$ cat src/rtl/snes_pkg.sv
// rtl/snes_pkg.sv - shared SNES cartridge definitions: BSRAM arbiter state type and address width
package snes_pkg;

   localparam int BSRAM_AW = 20;

   typedef enum logic [1:0] {
      ARB_IDLE = 2'd0,
      ARB_HWR  = 2'd1,
      ARB_HRD  = 2'd2,
      ARB_HACK = 2'd3
   } bsram_arb_state_t;

endpackage

$ cat src/rtl/bsram_host_arb.sv
// rtl/bsram_host_arb.sv - BSRAM port arbiter: mapper pass-through with host save/load slotted into idle cycles
// Optional mapper-write dirty flag under macro BSRAM_DIRTY_EN.
module bsram_host_arb
   import snes_pkg::*;
#(
   parameter int AW      = BSRAM_AW,
   parameter int MEM_LAT = 1
) (
   input  logic          mclk,
   input  logic          rst_n,
   input  logic [AW-1:0] map_addr,
   input  logic [7:0]    map_d,
   input  logic          map_ce_n,
   input  logic          map_oe_n,
   input  logic          map_we_n,
   output logic [7:0]    map_q,
   input  logic [AW-1:0] ram_mask,
   input  logic          host_req,
   input  logic          host_we,
   input  logic [AW-1:0] host_addr,
   input  logic [7:0]    host_d,
   output logic          host_ack,
   output logic [7:0]    host_q,
   output logic [7:0]    abort_cnt,
   output logic [AW-1:0] bsram_addr,
   output logic [7:0]    bsram_d,
   output logic          bsram_ce_n,
   output logic          bsram_oe_n,
   output logic          bsram_we_n,
   input  logic [7:0]    bsram_q,
   output logic          dirty,
   input  logic          dirty_clr
);

   bsram_arb_state_t r_state;
   logic [AW-1:0]    r_haddr;
   logic [7:0]       r_hd;
   logic [1:0]       r_wait;
   logic             r_ack;
   logic [7:0]       r_hq;
   logic [7:0]       r_abort;

   logic w_host_bus;
   logic w_in_hrd;
   logic w_in_hwr;
   logic w_map_wr;

   assign w_in_hrd   = (r_state == ARB_HRD);
   assign w_in_hwr   = (r_state == ARB_HWR);
   // A read yields the pins back to the mapper in the very cycle map_ce_n drops.
   assign w_host_bus = w_in_hwr | (w_in_hrd & map_ce_n);

   assign bsram_addr = w_host_bus ? r_haddr    : map_addr;
   assign bsram_d    = w_host_bus ? r_hd       : map_d;
   assign bsram_ce_n = w_host_bus ? 1'b0       : map_ce_n;
   assign bsram_oe_n = w_host_bus ? ~w_in_hrd  : map_oe_n;
   assign bsram_we_n = w_host_bus ? ~w_in_hwr  : map_we_n;

   assign map_q     = bsram_q;
   assign host_ack  = r_ack;
   assign host_q    = r_hq;
   assign abort_cnt = r_abort;

   assign w_map_wr = ~w_host_bus & ~map_ce_n & ~map_we_n;

   always_ff @(posedge mclk or negedge rst_n) begin
      if (!rst_n) begin
         r_state <= ARB_IDLE;
         r_haddr <= '0;
         r_hd    <= 8'h00;
         r_wait  <= 2'd0;
         r_ack   <= 1'b0;
         r_hq    <= 8'h00;
         r_abort <= 8'h00;
      end else begin
         r_ack <= 1'b0;
         unique case (r_state)
            ARB_IDLE: begin
               if (host_req && map_ce_n) begin
                  r_haddr <= host_addr & ram_mask;
                  r_hd    <= host_d;
                  if (host_we) begin
                     r_state <= ARB_HWR;
                  end else begin
                     r_state <= ARB_HRD;
                     r_wait  <= 2'(MEM_LAT);
                  end
               end
            end
            ARB_HWR: begin
               r_state <= ARB_HACK;
               r_ack   <= 1'b1;
            end
            ARB_HRD: begin
               if (!map_ce_n) begin
                  r_state <= ARB_IDLE;
                  if (r_abort != 8'hFF) begin
                     r_abort <= r_abort + 8'd1;
                  end
               end else if (r_wait == 2'd0) begin
                  r_hq    <= bsram_q;
                  r_state <= ARB_HACK;
                  r_ack   <= 1'b1;
               end else begin
                  r_wait <= r_wait - 2'd1;
               end
            end
            ARB_HACK: begin
               r_state <= ARB_IDLE;
            end
            default: begin
               r_state <= ARB_IDLE;
            end
         endcase
      end
   end

`ifdef BSRAM_DIRTY_EN
   logic r_dirty;

   // Set beats clear so a mapper write coinciding with dirty_clr is never lost.
   always_ff @(posedge mclk or negedge rst_n) begin
      if (!rst_n) begin
         r_dirty <= 1'b0;
      end else if (w_map_wr) begin
         r_dirty <= 1'b1;
      end else if (dirty_clr) begin
         r_dirty <= 1'b0;
      end
   end

   assign dirty = r_dirty;
`else
   logic w_unused_dirty;
   assign w_unused_dirty = dirty_clr & w_map_wr;
   assign dirty          = 1'b0;
`endif

endmodule

$ cat config.mk
export PLATFORM = sky130hd
export DESIGN_NAME = bsram_host_arb
export DESIGN_NICKNAME = d
export VERILOG_FILES = /design/src/rtl/snes_pkg.sv /design/src/rtl/bsram_host_arb.sv
export SDC_FILE = /design/constraint.sdc
export NUM_CORES = 1
export LEC_CHECK = 0
export ABC_CLOCK_PERIOD_IN_PS = 2150
export CAP_MARGIN = 40
export CORE_MARGIN = 1
export CORE_UTILIZATION = 37
export CTS_CLUSTER_SIZE = 25
export DETAILED_ROUTE_END_ITERATION = 7
export GPL_TIMING_DRIVEN = 0
export PLACE_DENSITY = 0.78
export SYNTH_ARGS = -nofsm -noshare
export SYNTH_HDL_FRONTEND = slang
export SYNTH_SLANG_ARGS = --single-unit
$ cat constraint.sdc
create_clock -name mclk -period 2.15 [get_ports mclk]
set_input_delay 0.3225 -clock mclk [delete_from_list [all_inputs] [get_ports mclk]]
set_output_delay 0.3225 -clock mclk [all_outputs]
set_load 0.1 [all_outputs]
==> out/qor.txt, run 1 <==
outcome: complete, but fails checks
largest cells by area after synthesis: dfrtp_1, mux2_2, nand2_1
multi-input combinational cell area: 1390 um^2
Max-Cap Viols: 0
Skew-Pair Late Insertion Delay: 300 ps
Crit Path Category: reg -> out
failing checks: negative setup slack
average wire per standard cell: 16.1 um
grt met2 use: 45.8%
Routed Antenna Nets: 0
post-synth top area share: 46.9%
R2R depth: 7
largest net degree at the start of global routing: 31
slew margin rel.: 65.6%
Setup crit end kind: output port
skew final: 8.53 ps
RSZ-0062 raised after global routing: true
global placer's final weighted congestion: 0.755
vias in the first global route: 2739
Mapped Cells: 242
post-route minimum period: 2270 ps
Clk Tree Root Cell: clkbuf_8
Hold Crit Depth: 4
crit path launch type: flip-flop
GR met3 Demand/Resource: 5.29%
clock buffer depth: 2
Initial Utilization: 38.5%
# setup viols final: 30
area of the core: 6790 um^2
CP required: 1830 ps
Nets: 533
standard-cell row count: 30
final hold viol count: 0
die width: 86.1 um
CP startpoint: r_state[0]$_DFFE_PN0P_
TritonCTS Buffers: 5
mapped cell area: 2620 um^2
area grow syn2layout: 105%
GR Overflow Total: 0
Place WS: -563 ps
commonest non-fill, non-tap cell in the layout: clkdlybuf4s50_1
Fillers: 412
vias per cell: 4.77
HPWL after detailed placement: 6380 um
library cells used by synthesis: 37
Max FO, Critical Path: 6
I/O pin count: 149
syn_nets: 342
die area: 7410 um^2
area leader, netlist: dfrtp_1
synthesized flop and latch total: 49
hold wc startpoint: map_ce_n
Residual DRC: 0
Crit Reg-Reg Startpoint: r_state[0]$_DFFE_PN0P_
initial detailed-routing violation count: 73
Final Max Slew Viols: 0
TritonCTS clock tree: done
share of cells above drive strength 1: 36.4%
CTS HTree Levels: 2
Avg Cell Area, Syn: 10.8 um^2
ys flop type: dfrtp_1
clk slew on worst S/H paths: 90 ps
sequential share of the synthesized area: 46.9%
routed vias: 2526
Slew @ Worst Pin: 516 ps
Total GRT Usage: 23.1%
first-pass GRT wire length: 13200 um
synth warn: 0
asr flop ratio synth: 100%
initial antenna violation count: 0
clk sinks: 49
chip height: 86.1 um
GR Util met1: 24.9%
Total Routed Length: 8540 um
DRT Pass-1 Iters: 4
HP Class: in -> reg
Worst Slack Setup Final: -117 ps
Ant. Diodes: 0
crit path DAT: 1940 ps
EDFF count, synth: 0
Peak Freq: 0.441 GHz
global route hottest layer: met2
most frequent cells in the layout: clkdlybuf4s50_1, nand2_1, dfrtp_1, buf_12, buf_8
sequential standard cell area: 1230 um^2
final clock period utilization by the worst path: 105%
PortBufs: 145
-- critical path: stages, from the launching register on --
cell     delay, ps
dfrtp_1        410
buf_6          130
ha_4           160
a21oi_4        130
buf_12         150
buf_8          140
mux2_4         340
buf_16         180
-- per-layer routing --
metal  vias to the layer above  routed length (um)
li1                       1200                   -
met1                      1230                3210
met2                        88                4850
met3                         8                 407
met4                         0                  75
met5                         -                   0
-- area by class of cell --
| cell class | count | area share [%] |
|---|---|---|
| buffer | 18 | 2.85 |
| clock buffer | 7 | 1.61 |
| clock inverter | 1 | 0.561 |
| inverter | 4 | 0.280 |
| multi-input combinational | 170 | 26.0 |
| sequential | 49 | 23.0 |
| tap | 96 | 2.24 |
| timing repair buffer | 185 | 43.5 |
-- state kept, by name (all words and copies together), names as in the netlist --
signal	count
r_haddr	20
abort_cnt	8
host_q	8
r_hd	8
r_state	2
r_wait	2
host_ack	1
-- worst paths after layout --
| check | endpoint | slack (ps) |
|---|---|---|
| setup / recovery | bsram_addr[11] | -120 |
| hold / removal | abort_cnt[0]$_DFFE_PN0P_ | 440 |
| setup reg to reg | r_wait[0]$_DFFE_PN0P_ | 130 |
| hold reg to reg | r_haddr[3]$_DFFE_PN0P_ | 490 |
| max in group asynchronous | r_haddr[12]$_DFFE_PN0P_ | 1080 |
| min in group asynchronous | abort_cnt[6]$_DFFE_PN0P_ | 530 |
-- metrics by stage --
stage	cells	instance area (um^2)	util (%)	hold slack [ps]	setup TNS, ps
5_1_grt	530	5350	78.8	460	-4150
2_1_floorplan	242	2630	-	26.9	-19.6
3_5_place_dp	540	5100	75.1	322	-14070
6_report	530	5350	78.8	441	-2540
4_1_cts	529	5330	78.4	427	-3510
3_3_place_gp	483	4200	61.8	459	-58380
-- kinds of logic after synthesis --
group | synth area share, %
flip-flops | 46.9
XOR/XNOR | 0.670
multiplexers | 20.6
adder cells (fa/ha/maj) | 3.83
buffers and inverters | 5.79
AND/OR/NAND/NOR | 13.5
other | 0.143
AO/OA/AOI/OAI | 8.52
-- timing repair --
action,in CTS,in global routing
hold buffers,1,0
endpoints found under the setup margin,31,30
pin swaps,2,3
buffers inserted,9,2
gates cloned,2,0
gates resized for setup,76,6
hold endpoints to repair,9,0
-- Yosys cell counts (all sizes together), types with 3 or more instances --
| library cell | n |
|---|---|
| nand2b | 3 |
| dfrtp | 49 |
| o21ai | 23 |
| nand3 | 4 |
| a21oi | 5 |
| nand2 | 50 |
| mux2 | 47 |
| nor2b | 3 |
| nor2 | 6 |
| buf | 17 |
| inv | 4 |
| a31oi | 3 |
| ha | 8 |
Power of run 1 is left out: the tool's default activity adds up to more than one toggle a clock period on the data nets, which glitch-free logic cannot reach.
==> inputs of run 2 (changes only) <==
--- a/config.mk
+++ b/config.mk
@@ -7,12 +7,16 @@
 export LEC_CHECK = 0
 export ABC_CLOCK_PERIOD_IN_PS = 2150
 export CAP_MARGIN = 40
+export CELL_PAD_IN_SITES_DETAIL_PLACEMENT = 1
+export CELL_PAD_IN_SITES_GLOBAL_PLACEMENT = 2
 export CORE_MARGIN = 1
-export CORE_UTILIZATION = 37
+export CORE_UTILIZATION = 22
 export CTS_CLUSTER_SIZE = 25
 export DETAILED_ROUTE_END_ITERATION = 7
 export GPL_TIMING_DRIVEN = 0
-export PLACE_DENSITY = 0.78
+export HOLD_SLACK_MARGIN = 0.1
+export PLACE_DENSITY_LB_ADDON = 0.1
+export SLEW_MARGIN = 20
 export SYNTH_ARGS = -nofsm -noshare
 export SYNTH_HDL_FRONTEND = slang
 export SYNTH_SLANG_ARGS = --single-unit
==> run 2 against run 1 <==
The run ends with design-rule violations, negative setup slack left. Core utilization decreased by 31 points. Count of clock-buffer cells in the layout rose by 1. Worst setup slack got worse by 150 ps. Design area grew 3.2%. Worst hold slack worse by 370 ps. Critical endpoint is now bsram_addr[1].
==> out/qor.txt, run 2 (synthesized netlist as in run 1, its figures left out) <==
outcome: complete, but fails checks (unchanged)
failing checks: design-rule violations, negative setup slack (was negative setup slack)
cell breakdown of the critical path: buf_6 > ha_4 > a21oi_4 > buf_12 > buf_12 > buf_12 > buf_6 > mux2_4 > buf_16 (was buf_6 > ha_4 > a21oi_4 > buf_12 > buf_8 > mux2_4 > buf_16)
TritonCTS clock tree: done (unchanged)
Worst Slack Setup Final: -267 ps (was -117 ps)
Total Routed Length: 8840 um (was 8540 um)
R2R Setup Slk: 270 ps (was 130 ps)
Routed Antenna Nets: 0 (unchanged)
skew final: 4.18 ps (was 8.53 ps)
commonest non-fill, non-tap cell in the layout: clkdlybuf4s50_1 (unchanged)
Final Core Density: 48.0% (was 78.8%)
chip height: 111 um (was 86.1 um)
CP most frequent cell: buf_12
die area: 12300 um^2 (was 7410 um^2)
TritonCTS Buffers: 5 (unchanged)
Max-Cap Viols: 0 (unchanged)
die width: 111 um (was 86.1 um)
R2R depth: 7 (unchanged)
global placer's final weighted congestion: 0.702 (was 0.755)
most frequent cells in the layout: clkdlybuf4s50_1, nand2_1, dfrtp_1, buf_12 (was clkdlybuf4s50_1, nand2_1, dfrtp_1, buf_12, buf_8)
crit path DAT: 2090 ps (was 1940 ps)
Max FO, Critical Path: 5 (was 6)
vias in the first global route: 2786 (was 2739)
Slew @ Worst Pin: 694 ps (was 516 ps)
final clock period utilization by the worst path: 112% (was 105%)
Initial Utilization: 22.7% (was 38.5%)
initial antenna violation count: 0 (unchanged)
Skew-Pair Late Insertion Delay: 290 ps (was 300 ps)
clk sinks: 49 (unchanged)
Finished Layout Cells: 577 (was 530)
Clk Tree Root Cell: clkbuf_16 (was clkbuf_8)
Largest register FFs: 20 (unchanged)
clk slew on worst S/H paths: 70 ps (was 90 ps)
Fillers: 1219 (was 412)
placed cells: 586 (was 540)
first-pass GRT wire length: 14500 um (was 13200 um)
Setup crit end kind: output port (unchanged)
crit path launch type: flip-flop (unchanged)
DRT Pass-1 Iters: 6 (was 4)
I/O pin count: 149 (unchanged)
multi-input combinational cell area: 1380 um^2 (was 1390 um^2)
PortBufs: 145 (unchanged)
Nets: 533 (unchanged)
CP max stage delay: 400 ps (was 410 ps)
initial detailed-routing violation count: 30 (was 73)
standard-cell row count: 39 (was 30)
area of the core: 11500 um^2 (was 6790 um^2)
crit path max-delay cell type: dfrtp_1 (unchanged)
Total GRT Usage: 15.0% (was 23.1%)
area grow syn2layout: 111% (was 105%)
share of cells above drive strength 1: 36.2% (was 36.4%)
vias per cell: 4.31 (was 4.77)
average wire per standard cell: 15.3 um (was 16.1 um)
Peak Freq: 0.414 GHz (was 0.441 GHz)
routed vias: 2485 (was 2526)
CP required: 1830 ps (about the same)
Ant. Diodes: 0 (unchanged)
Final Max Slew Viols: 0 (unchanged)
Crit Reg-Reg Startpoint: r_state[0]$_DFFE_PN0P_ (unchanged)
clock buffer depth: 2 (unchanged)
RSZ-0062 raised after global routing: true (unchanged)
RR Endpoint: r_wait[0]$_DFFE_PN0P_ (unchanged)
Residual DRC: 12 (was 0)
slew margin rel.: 53.7% (was 65.6%)
# setup viols final: 30 (unchanged)
largest net degree at the start of global routing: 50 (was 31)
GR Overflow Total: 0 (unchanged)
Crit Path Category: reg -> out (unchanged)
post-route minimum period: 2420 ps (was 2270 ps)
HP Class: in -> async (was in -> reg)
CTS HTree Levels: 2 (unchanged)
final hold viol count: 0 (unchanged)
largest register by flop count: r_haddr (unchanged)
HPWL after detailed placement: 6570 um (was 6380 um)
sequential standard cell area: 1230 um^2 (unchanged)
## run 2: area by class of cell
class | instances | area share, %
Inverter | 4 | 0.272
Sequential cell | 49 | 22.3
Clock buffer | 8 | 2.47
Multi-Input combinational cell | 170 | 24.9
Tap cell | 143 | 3.24
Buffer | 17 | 2.56
Timing Repair Buffer | 186 | 44.3
## run 2: per-stage QoR
stage          hold WS (ps)  area [um^2]  TNS [ps]  setup slack [ps]
2_1_floorplan          26.9         2630     -19.6             -19.6
3_3_place_gp            458         4260    -77310             -1210
3_5_place_dp            418         5240    -16380              -623
4_1_cts                 102         5510     -6830              -314
5_1_grt                 124         5520     -6920              -328
6_report               66.5         5520     -5030              -267
## run 2: what timing repair did
item / CTS / global route
gates resized for setup: 64 / 11
gates cloned: 2 / 0
setup buffers: 12 / 3
pin swaps: 1 / 3
setup endpoints to repair: 31 / 30
hold buffers: 0 / 0
## run 2: layer usage
layer / vias up / routed length, um / part of all wire (%) / global-route usage [%]
li1: 1198 / - / - / -
met2: 79 / 4710 / 53 / 27.5
met5: - / 0 / 0 / 0
met1: 1200 / 3550 / 40 / 17.2
met3: 8 / 480 / 5.4 / 3.50
met4: 0 / 103 / 1.2 / 4.32
## run 2: how the worst max path moves through the flow
stage / slack, ps / end / cells after the start / from
floorplan: -20 / bsram_oe_n / 6 / r_state[0]$_DFFE_PN0P_
global placement: -1210 / abort_cnt[0]$_DFFE_PN0P_ / 1 / rst_n
detailed placement: -620 / bsram_addr[2] / 8 / r_state[0]$_DFFE_PN0P_
CTS: -310 / bsram_addr[1] / 9 / r_state[1]$_DFFE_PN0P_
global route: -330 / bsram_addr[1] / 9 / r_state[0]$_DFFE_PN0P_
finish: -270 / bsram_addr[1] / 9 / r_state[0]$_DFFE_PN0P_
## run 2: critical path, delay by kind of cell (launching register included)
| family | cells | cell delay [ps] |
|---|---|---|
| multiplexers | 1 | 320 |
| AO/OA/AOI/OAI | 1 | 150 |
| flip-flops | 1 | 400 |
| adder cells (fa/ha/maj) | 1 | 160 |
| buffers and inverters | 6 | 770 |
Power of run 2 is left out for the same reason.
==> inputs of run 3 (changes only) <==
--- a/config.mk
+++ b/config.mk
@@ -6,13 +6,14 @@
 export NUM_CORES = 1
 export LEC_CHECK = 0
 export ABC_CLOCK_PERIOD_IN_PS = 2150
-export CAP_MARGIN = 40
+export CAP_MARGIN = 20
 export CELL_PAD_IN_SITES_DETAIL_PLACEMENT = 1
 export CELL_PAD_IN_SITES_GLOBAL_PLACEMENT = 2
 export CORE_MARGIN = 1
-export CORE_UTILIZATION = 22
+export CORE_UTILIZATION = 36
 export CTS_CLUSTER_SIZE = 25
 export DETAILED_ROUTE_END_ITERATION = 7
+export DONT_BUFFER_PORTS = 1
 export GPL_TIMING_DRIVEN = 0
 export HOLD_SLACK_MARGIN = 0.1
 export PLACE_DENSITY_LB_ADDON = 0.1
==> run 3 against run 2 <==
The run ends with negative setup slack left. Core utilization down 1.4 points. Design area down 42%. Non-clock buffer count down 168. Via count down 26%. Register-to-register slack worse by 190 ps. Routed wire length down 28%. Global-route usage up 1.6 points. First-iteration DRC count up 63%. Critical endpoint is now bsram_addr[2]. Largest cell class is now multi-input gates. Highest routed layer unchanged.
==> out/qor.txt, run 3 (synthesized netlist as in run 1, its figures left out) <==
outcome: complete, but fails checks (unchanged)
failing checks: negative setup slack (was design-rule violations, negative setup slack)
RSZ-0062 raised after global routing: true (unchanged)
hold path endpoint: r_haddr[15]$_DFFE_PN0P_
Crit Path Category: reg -> out (unchanged)
crit path max-delay cell type: dfrtp_1 (unchanged)
HPWL after detailed placement: 4420 um (was 6570 um)
CTS HTree Levels: 2 (unchanged)
area grow syn2layout: 23.0% (was 111%)
final clock period utilization by the worst path: 106% (was 112%)
DRT Pass-1 Iters: 4 (was 6)
largest net degree at the start of global routing: 50 (unchanged)
grt met2 use: 27.0% (was 27.5%)
Max-Cap Viols: 0 (unchanged)
vias per cell: 5.06 (was 4.31)
Hold Crit Depth: 2
Peak Freq: 0.438 GHz (was 0.414 GHz)
vias in the first global route: 1836 (was 2786)
Top delay family on crit path: buffers and inverters (unchanged)
share of cells above drive strength 1: 39.1% (was 36.2%)
Place WS: -198 ps (was -623 ps)
CP max stage delay: 430 ps (was 400 ps)
Residual DRC: 0 (was 12)
crit path DAT: 1960 ps (was 2090 ps)
average wire per standard cell: 17.5 um (was 15.3 um)
initial antenna violation count: 0 (unchanged)
die width: 87.2 um (was 111 um)
GR Overflow Total: 0 (unchanged)
TritonCTS Buffers: 5 (unchanged)
Largest register FFs: 20 (unchanged)
routed vias: 1830 (was 2485)
Nets: 365 (was 533)
RR Endpoint: abort_cnt[1]$_DFFE_PN0P_ (was r_wait[0]$_DFFE_PN0P_)
Hold WS: 150 ps (was 66.5 ps)
Routed Antenna Nets: 0 (unchanged)
final hold viol count: 0 (unchanged)
clock buffer depth: 2 (unchanged)
GR met3 Demand/Resource: 4.55% (was 3.50%)
Final Max Slew Viols: 0 (unchanged)
R2R Setup Slk: 80 ps (was 270 ps)
Ant. Diodes: 0 (unchanged)
Crit Reg-Reg Startpoint: abort_cnt[6]$_DFFE_PN0P_ (was r_state[0]$_DFFE_PN0P_)
most frequent cells in the layout: nand2_1, dfrtp_1, mux2_4, o21ai_0, buf_4 (was clkdlybuf4s50_1, nand2_1, dfrtp_1, buf_12)
hold wc startpoint: ram_mask[15]
Worst Slack Setup Final: -134 ps (was -267 ps)
first-pass GRT wire length: 9430 um (was 14500 um)
R2R depth: 4 (was 7)
CP required: 1830 ps (about the same)
Skew-Pair Late Insertion Delay: 300 ps (was 290 ps)
Setup crit end kind: output port (unchanged)
area of the core: 6910 um^2 (was 11500 um^2)
cell breakdown of the critical path: ha_2 > buf_6 > a21oi_4 > buf_12 > clkbuf_16 > mux2_4 (was buf_6 > ha_4 > a21oi_4 > buf_12 > buf_12 > buf_12 > buf_6 > mux2_4 > buf_16)
I/O pin count: 149 (unchanged)
placed cell area: 2750 um^2 (was 5240 um^2)
Buffers & Inverters on Critical Path: 3 (was 6)
Total Routed Length: 6330 um (was 8840 um)
clk sinks: 49 (unchanged)
chip height: 87.2 um (was 111 um)
Total GRT Usage: 16.5% (was 15.0%)
Slew @ Worst Pin: 996 ps (was 694 ps)
PortBufs: 0 (was 145)
slew margin rel.: 33.6% (was 53.7%)
# setup viols final: 30 (unchanged)
TritonCTS clock tree: done (unchanged)
design area: 3220 um^2 (was 5520 um^2)
largest register by flop count: r_haddr (unchanged)
crit path launch type: flip-flop (unchanged)
global placer's final weighted congestion: 0.703 (was 0.702)
HP Class: in -> reg (was in -> async)
standard-cell row count: 30 (was 39)
initial detailed-routing violation count: 49 (was 30)
commonest non-fill, non-tap cell in the layout: nand2_1 (was clkdlybuf4s50_1)
clk slew on worst S/H paths: 90 ps (was 70 ps)
post-route minimum period: 2280 ps (was 2420 ps)
die area: 7610 um^2 (was 12300 um^2)
GR Util met1: 21.1% (was 17.2%)
Clk Tree Root Cell: clkbuf_8 (was clkbuf_16)
Max FO, Critical Path: 9 (was 5)
skew final: 10.9 ps (was 4.18 ps)
Initial Utilization: 37.9% (was 22.7%)
global route hottest layer: met2 (unchanged)
## run 3: changes by cell type in the layout (fill, tap and decap cells not counted), sizes merged
cell           previous run  this run
buf                      88        29
clkbuf                   10        13
clkdlybuf4s50           113         0
dlygate4sd3               0         1
## run 3: cell type report
cell class | instances | area, um^2
buffer | 19 | 178
clock buffer | 8 | 90.1
fill | 775 | 3690
inverter | 4 | 15.0
multi-input combinational | 170 | 1370
sequential | 49 | 1230
tap | 96 | 120
timing repair buffer | 16 | 208
## run 3: metal layers
layer | vias to the layer above | part of all wire (%)
li1 | 861 | -
met1 | 885 | 43
met5 | - | 0
met4 | 0 | 1.3
met3 | 7 | 6.6
met2 | 77 | 49
## run 3: worst register-to-register path: cells and delay by family (launching register included)
kind             cells  cell delay (ps)
and+or+nand+nor      3              610
DFF                  1             1010
muxes                1              340
## run 3: worst max-delay path by stage
| stage | cells after the start | to | start | slack, ps |
|---|---|---|---|---|
| 2_1_floorplan | 6 | bsram_oe_n | r_state[0]$_DFFE_PN0P_ | -20 |
| 3_3_place_gp | 6 | bsram_oe_n | r_state[0]$_DFFE_PN0P_ | -170 |
| 3_5_place_dp | 6 | bsram_oe_n | r_state[0]$_DFFE_PN0P_ | -200 |
| 4_1_cts | 7 | bsram_oe_n | r_state[0]$_DFFE_PN0P_ | -170 |
| 5_1_grt | 7 | bsram_oe_n | r_state[0]$_DFFE_PN0P_ | -220 |
| 6_report | 6 | bsram_addr[2] | r_state[1]$_DFFE_PN0P_ | -130 |
## run 3: timing repair
item,4_1_cts,5_1_grt
cloned,0,3
gates resized for setup,44,4
setup buffers,8,5
hold buffers,2,0
endpoints found under the setup margin,32,31
hold endpoints to repair,49,0
pin swaps,2,2
## run 3: stage by stage
step	util [%]	TNS, ps	cells
2_1_floorplan	-	-19.6	242
3_3_place_gp	39.7	-1180	338
3_5_place_dp	39.7	-1480	338
4_1_cts	45.1	-4230	356
5_1_grt	46.6	-5250	362
6_report	46.6	-3350	362
Power of run 3 is left out for the same reason.
